<file path="config.mk">
export PLATFORM = sky130hd
export DESIGN_NAME = regfile_dump_flat
export DESIGN_NICKNAME = d
export VERILOG_FILES = /design/src/rtl/regfile_dump_if.sv /design/src/rtl/regfile_dump.sv /design/src/flat_wrapper.sv
export SDC_FILE = /design/constraint.sdc
export NUM_CORES = 1
export LEC_CHECK = 0
export BUFFER_PORTS_ARGS = -buffer_cell sky130_fd_sc_hd__buf_2
export CORE_AREA = 8 8 86 88
export CTS_CLUSTER_SIZE = 8
export DETAILED_ROUTE_END_ITERATION = 8
export DIE_AREA = 0 0 94 96
export MAX_ROUTING_LAYER = met4
export PLACE_DENSITY = 0.69
export SLEW_MARGIN = 20
export SYNTH_ARGS = -nofsm -noshare
export SYNTH_HDL_FRONTEND = slang
export SYNTH_SLANG_ARGS = --single-unit
</file>
<file path="constraint.sdc">
create_clock -name clock -period 1.7 [get_ports clock]
set_clock_uncertainty 0.2 [all_clocks]
set_input_delay 0.255 -clock clock [delete_from_list [all_inputs] [get_ports clock]]
set_output_delay 0.255 -clock clock [all_outputs]
set_load 0.02 [all_outputs]
</file>
<file path="src/rtl/regfile_dump_if.sv">
// Bundle of the dumper's control inputs, register-file read port and output beat stream.
// The dumper connects through the slave modport; the driving side uses master.
interface regfile_dump_if;
    logic        start;
    logic        abort;
    logic [4:0]  first_reg;
    logic [4:0]  last_reg;
    logic [4:0]  ctrl_readReg;
    logic [31:0] data_readReg;
    logic [31:0] out_data;
    logic [4:0]  out_index;
    logic        out_valid;
    logic        out_ready;
    logic        out_last;
    logic        busy;
    logic        done;

    modport slave (
        input  start, abort, first_reg, last_reg, data_readReg, out_ready,
        output ctrl_readReg, out_data, out_index, out_valid, out_last, busy, done
    );

    modport master (
        output start, abort, first_reg, last_reg, data_readReg, out_ready,
        input  ctrl_readReg, out_data, out_index, out_valid, out_last, busy, done
    );
endinterface

</file>
<file path="src/rtl/regfile_dump.sv">
// Walks a (possibly wrapping) range of register indices, reads each through a combinational
// register-file port and emits one valid/ready beat per register, then pulses done.
module regfile_dump #(
    parameter bit SKIP_ZERO = 1'b0
) (
    input  logic          clock,
    input  logic          ctrl_reset_n,
    regfile_dump_if.slave bus
);

    typedef enum logic [1:0] {
        IDLE   = 2'd0,
        FETCH  = 2'd1,
        SEND   = 2'd2,
        FINISH = 2'd3
    } state_t;

    state_t      r_state;
    state_t      w_next;
    logic [4:0]  r_idx;
    logic [4:0]  r_end_idx;
    logic [31:0] r_out_data;
    logic [4:0]  r_out_index;
    logic        r_out_valid;
    logic        r_out_last;

    logic        w_skip;
    logic        w_at_end;
    logic        w_last;
    logic        w_beat;

    assign w_skip   = SKIP_ZERO && (r_idx == 5'd0);
    assign w_at_end = (r_idx == r_end_idx);
    // With index 0 suppressed, a range ending at 0 really ends at 31.
    assign w_last   = w_at_end || (SKIP_ZERO && (r_end_idx == 5'd0) && (r_idx == 5'd31));
    assign w_beat   = r_out_valid && bus.out_ready;

    // NOTE: sequential state uses non-blocking (<=) so every flop samples pre-edge values.
    always_ff @(posedge clock or negedge ctrl_reset_n) begin
        if (!ctrl_reset_n) begin
            r_state <= IDLE;
        end else begin
            r_state <= w_next;
        end
    end

    // NOTE: every comb output gets a default first; a missing branch would otherwise infer a latch.
    always_comb begin
        w_next = r_state;
        case (r_state)
            IDLE: begin
                if (bus.start) begin
                    w_next = FETCH;
                end
            end
            FETCH: begin
                if (bus.abort) begin
                    w_next = IDLE;
                end else if (w_skip) begin
                    w_next = w_at_end ? FINISH : FETCH;
                end else begin
                    w_next = SEND;
                end
            end
            SEND: begin
                if (bus.abort) begin
                    w_next = IDLE;
                end else if (w_beat) begin
                    w_next = r_out_last ? FINISH : FETCH;
                end
            end
            FINISH: begin
                w_next = IDLE;
            end
            default: begin
                w_next = IDLE;
            end
        endcase
    end

    always_ff @(posedge clock or negedge ctrl_reset_n) begin
        if (!ctrl_reset_n) begin
            r_idx       <= 5'd0;
            r_end_idx   <= 5'd0;
            r_out_data  <= 32'd0;
            r_out_index <= 5'd0;
            r_out_valid <= 1'b0;
            r_out_last  <= 1'b0;
        end else begin
            case (r_state)
                IDLE: begin
                    if (bus.start) begin
                        r_idx     <= bus.first_reg;
                        r_end_idx <= bus.last_reg;
                    end
                end
                FETCH: begin
                    if (bus.abort) begin
                        r_out_valid <= 1'b0;
                        r_out_last  <= 1'b0;
                    end else if (w_skip) begin
                        r_idx <= r_idx + 5'd1;
                    end else begin
                        r_out_data  <= bus.data_readReg;
                        r_out_index <= r_idx;
                        r_out_last  <= w_last;
                        r_out_valid <= 1'b1;
                    end
                end
                SEND: begin
                    if (bus.abort) begin
                        r_out_valid <= 1'b0;
                        r_out_last  <= 1'b0;
                    end else if (w_beat) begin
                        r_out_valid <= 1'b0;
                        r_out_last  <= 1'b0;
                        if (!r_out_last) begin
                            r_idx <= r_idx + 5'd1;
                        end
                    end
                end
                default: begin
                end
            endcase
        end
    end

    // The read address is only driven while fetching; done is withheld if abort lands in FINISH.
    always_comb begin
        bus.ctrl_readReg = 5'd0;
        bus.done         = 1'b0;
        bus.busy         = (r_state != IDLE);
        case (r_state)
            FETCH:   bus.ctrl_readReg = r_idx;
            FINISH:  bus.done         = !bus.abort;
            default: begin
            end
        endcase
    end

    assign bus.out_data  = r_out_data;
    assign bus.out_index = r_out_index;
    assign bus.out_valid = r_out_valid;
    assign bus.out_last  = r_out_last;

endmodule

</file>
<file path="src/flat_wrapper.sv">
// flat-port wrapper written by rule: the top's interface ports become plain ports
module regfile_dump_flat 
#(
    parameter bit SKIP_ZERO = 1'b0
)
  (clock, ctrl_reset_n, bus_start, bus_abort, bus_first_reg, bus_last_reg, bus_data_readReg, bus_out_ready, bus_ctrl_readReg, bus_out_data, bus_out_index, bus_out_valid, bus_out_last, bus_busy, bus_done);
  regfile_dump_if bus_i ();
  input  logic clock;
  input  logic ctrl_reset_n;
  input wire logic [$bits(bus_i.start)-1:0] bus_start;
  input wire logic [$bits(bus_i.abort)-1:0] bus_abort;
  input wire logic [$bits(bus_i.first_reg)-1:0] bus_first_reg;
  input wire logic [$bits(bus_i.last_reg)-1:0] bus_last_reg;
  input wire logic [$bits(bus_i.data_readReg)-1:0] bus_data_readReg;
  input wire logic [$bits(bus_i.out_ready)-1:0] bus_out_ready;
  output wire logic [$bits(bus_i.ctrl_readReg)-1:0] bus_ctrl_readReg;
  output wire logic [$bits(bus_i.out_data)-1:0] bus_out_data;
  output wire logic [$bits(bus_i.out_index)-1:0] bus_out_index;
  output wire logic [$bits(bus_i.out_valid)-1:0] bus_out_valid;
  output wire logic [$bits(bus_i.out_last)-1:0] bus_out_last;
  output wire logic [$bits(bus_i.busy)-1:0] bus_busy;
  output wire logic [$bits(bus_i.done)-1:0] bus_done;
  assign bus_i.start = bus_start;
  assign bus_i.abort = bus_abort;
  assign bus_i.first_reg = bus_first_reg;
  assign bus_i.last_reg = bus_last_reg;
  assign bus_i.data_readReg = bus_data_readReg;
  assign bus_i.out_ready = bus_out_ready;
  assign bus_ctrl_readReg = bus_i.ctrl_readReg;
  assign bus_out_data = bus_i.out_data;
  assign bus_out_index = bus_i.out_index;
  assign bus_out_valid = bus_i.out_valid;
  assign bus_out_last = bus_i.out_last;
  assign bus_busy = bus_i.busy;
  assign bus_done = bus_i.done;
  regfile_dump #(.SKIP_ZERO(SKIP_ZERO)) u_core (.clock(clock), .ctrl_reset_n(ctrl_reset_n), .bus(bus_i));
endmodule
</file>
==> flow_summary.ini <==
[timing]
layout_min_cycle_time_ns = 1.843
hold_viol = 0
rsz0062_at_grt = true
slew_viol_final = 0
setup_viol = 45
slew_headroom_pct = 73.18
tns_ns = -2.855
holdWs_ns = 0.06081
fin_ws_ns = -0.1428
period_share_pct = 108.4
tightest_slew_ns = 0.4023
fmax_ghz = 0.5427

[synthesis]
synthArstFlopShare_pct = 100.0
syn-num-nets = 226
ys_seq_area_share_pct = 54.75
syn_area_per_cell_um2 = 13.55
synth_compound_area_share_pct = 4.885
synth-simple-area-share_pct = 10.90
ys_ff_latch = 51
synth_top_family_by_area = multiplexers
synthAdderAreaFrac_pct = 3.757
yosysWarnings = 0
synth_xor_area_share_pct = 1.879
synth_area_um2 = 2331
ys.flop_type = dfrtp_1
syn-instance-count = 172
synth_edf_count = 0
synthDistinctLibCells = 33
muxShareOfSynthArea_pct = 21.26

[clock_network]
h-tree-depth = 2
clk_latency_ns = 0.30
clkSlewWorstSetupHoldPaths_ns = 0.10
numClockSinks = 51
tritoncts = yes
clockRootBuffer = clkbuf_8
cts_buffers = 5
clockBufferDepth = 2

[min_path]
hold_path.class = input pin to register

[status]
status = finished with violations
violations = setup timing

[grt]
grt_pass1_wl_mm = 10.09
grt-ovfl-total = 0
grt_usage_pct = 14.76
antenna_found_initial = 0
grt_pass1_vias = 2047
grt_max_degree = 37

[finish]
fin_cells = 405
fillers = 469
multi_input_area_um2 = 1222
fin_nets = 381
n_antenna_cell = 0
drive_gt1_share_pct = 60.37
register_area_um2 = 1276
syn2layout_area_growth_pct = 67.42

[placement]
gp_congestion = 0.8549
place_ws_ns = -0.1276
place_hpwl_mm = 4.244
io_buffers = 92
dp_cells = 347

[drt]
wire_per_inst_um = 16.08
vias_per_cell = 4.770
firstDrtPassIters = 3
dr_total_vias = 1932
met2_length_mm = 3.237
wl_met3_um = 316
dr.max_layer_used = met4
wl_met1_mm = 2.856
ant_nets = 0
drcViolationCount = 0
wirelength_mm = 6.513
drtIter0Drc = 86

[floorplanning]
die_w_um = 94
die-area_um2 = 9024
die_height_um = 96
ios = 93
start_util_pct = 38.24
rows = 29
coreArea_um2 = 6096

[pwr]
peakVddDrop_v = 0.0009076
power_frac_comb_pct = 58.6
clock_power_share_pct = 11.4
pwr-share-seq_pct = 30.0
switching_power_mw = 2.914
p_sw_share_pct = 38.54
p_per_area_nw_per_um2 = 1937
leakage_nw = 1.845
p_int_mw = 4.647

[setup_path]
endpoint_kind = primary output
worst_setup_path_start_kind = register
critPathArrivalTime_ns = 1.39
cp_max_fo = 3
cp.required_ns = 1.24
crit_type = register to primary output

[run]
maxCapViolCount = 0
==> repair_timing <==
action | CTS | global route
setup endpoints to repair | 56 | 58
setup buffers | 7 | 3
cloned | 2 | 1
hold buffers | 38 | 0
hold endpoints to repair | 52 | 0
gates resized for setup | 48 | 30
pin swaps | 11 | 2
==> through the flow <==
stage                     power (mW)  area (µm²)  util, %
after floorplan                4.499        2366        -
after detailed placement       5.657        2994    49.12
after global routing           8.037        3902    64.02
final                          7.560        3902    64.02
after CTS                      7.280        3744    61.41
after global placement         5.554        2994    49.12
==> synth_stat cells (3+ instances only) <==
cell       n  area share [%]
dfrtp_1   51              55
mux2_2    44              21
ha_1       7             3.8
nand2_1    6            0.97
nor3_1     6             1.3
and2_1     5             1.3
nor2_1     5            0.81
o21ai_0    5             1.1
buf_6      4             1.9
xnor2_1    4             1.5
a211oi_1   3            0.97
inv_1      3            0.48
nand2b_1   3            0.81
nor2b_1    3            0.81
o22ai_1    3            0.81
==> cell families (layout without fill, tap and decap cells) <==
family	Yosys count	count (layout)
adders and majority gates	7	7
xor gates and xnor gates	5	5
DFF	51	51
muxes	44	44
buffers and inverters	8	164
and+or+nand+nor	41	41
AOI/OAI and AO/OA	16	16
==> state kept, by name, summed over array words and instances (netlist names) <==
register / count
u_core.bus.out_data: 32
u_core.bus.out_index: 5
u_core.bus.out_last: 1
u_core.bus.out_valid: 1
u_core.r_end_idx: 5
u_core.r_idx: 5
u_core.r_state: 2
==> final cells by class <==
type | count | share of cell area, %
flip-flops and latches | 51 | 32.70
multi-input cells | 113 | 31.32
repair buffers | 153 | 30.33
well taps | 77 | 2.469
clock buffers | 5 | 1.763
clock inverters | 3 | 1.122
inverters | 3 | 0.2886
==> worst max-delay path, cell delays in order (launching register included) <==
cell and delay [ns]:
dfrtp_1 0.42, buf_4 0.15, buf_6 0.11, ha_2 0.15, nor2b_4 0.12, buf_6 0.13
==> final timing paths <==
kind                       slack [ns]  cells past startpoint                     from                       to
min in group asynchronous        0.20                      2             ctrl_reset_n   u_core.bus.out_data[4]
hold / removal                   0.06                      3         bus_first_reg[4]          u_core.r_idx[4]
setup reg to reg                -0.14                      7        u_core.r_state[1]     u_core.bus.out_valid
hold reg to reg                  0.31                      1  u_core.bus.out_data[11]  u_core.bus.out_data[11]
max in group asynchronous        0.58                      3             ctrl_reset_n  u_core.bus.out_data[12]
setup / recovery                -0.14                      5        u_core.r_state[1]                 bus_done
==> placed cells by master (no fill, tap or decap), types with 2 or more instances in the layout <==
| cell | n |
|---|---|
| buf_2 | 85 |
| dfrtp_1 | 51 |
| dlygate4sd3_1 | 38 |
| mux2_4 | 28 |
| mux2_2 | 16 |
| buf_6 | 12 |
| buf_4 | 11 |
| and2_4 | 5 |
| clkbuf_8 | 5 |
| nor2b_4 | 4 |
| nand2_1 | 4 |
| nor3_1 | 4 |
| xnor2_1 | 4 |
| nor3_2 | 4 |
| nor2_1 | 4 |
| buf_12 | 4 |
| inv_2 | 3 |
| o21ai_1 | 3 |
| nand2b_1 | 3 |
| o22ai_1 | 3 |
| a211oi_1 | 3 |
| ha_4 | 3 |
| nand2_2 | 2 |
| ha_1 | 2 |
| ha_2 | 2 |
| buf_16 | 2 |
==> power by group through the flow <==
| stage | sequential, mW | clock (mW) | combinational, mW |
|---|---|---|---|
| 2_1_floorplan | 2.80 | 0 | 1.69 |
| 6_report | 2.27 | 0.863 | 4.43 |
| 3_3_place_gp | 2.22 | 0 | 3.33 |
| 5_1_grt | 2.35 | 0.937 | 4.75 |
| 4_1_cts | 2.24 | 0.903 | 4.14 |
| 3_5_place_dp | 2.25 | 0 | 3.40 |
==> metal layers <==
layer | track usage (%) | up-vias
met1 | 17.36 | 941
met3 | 3.588 | 7
met4 | 6.077 | 0
met2 | 23.75 | 56
li1 | - | 928
met5 | - | -
Note: power is estimated with default switching activity, not from simulation.
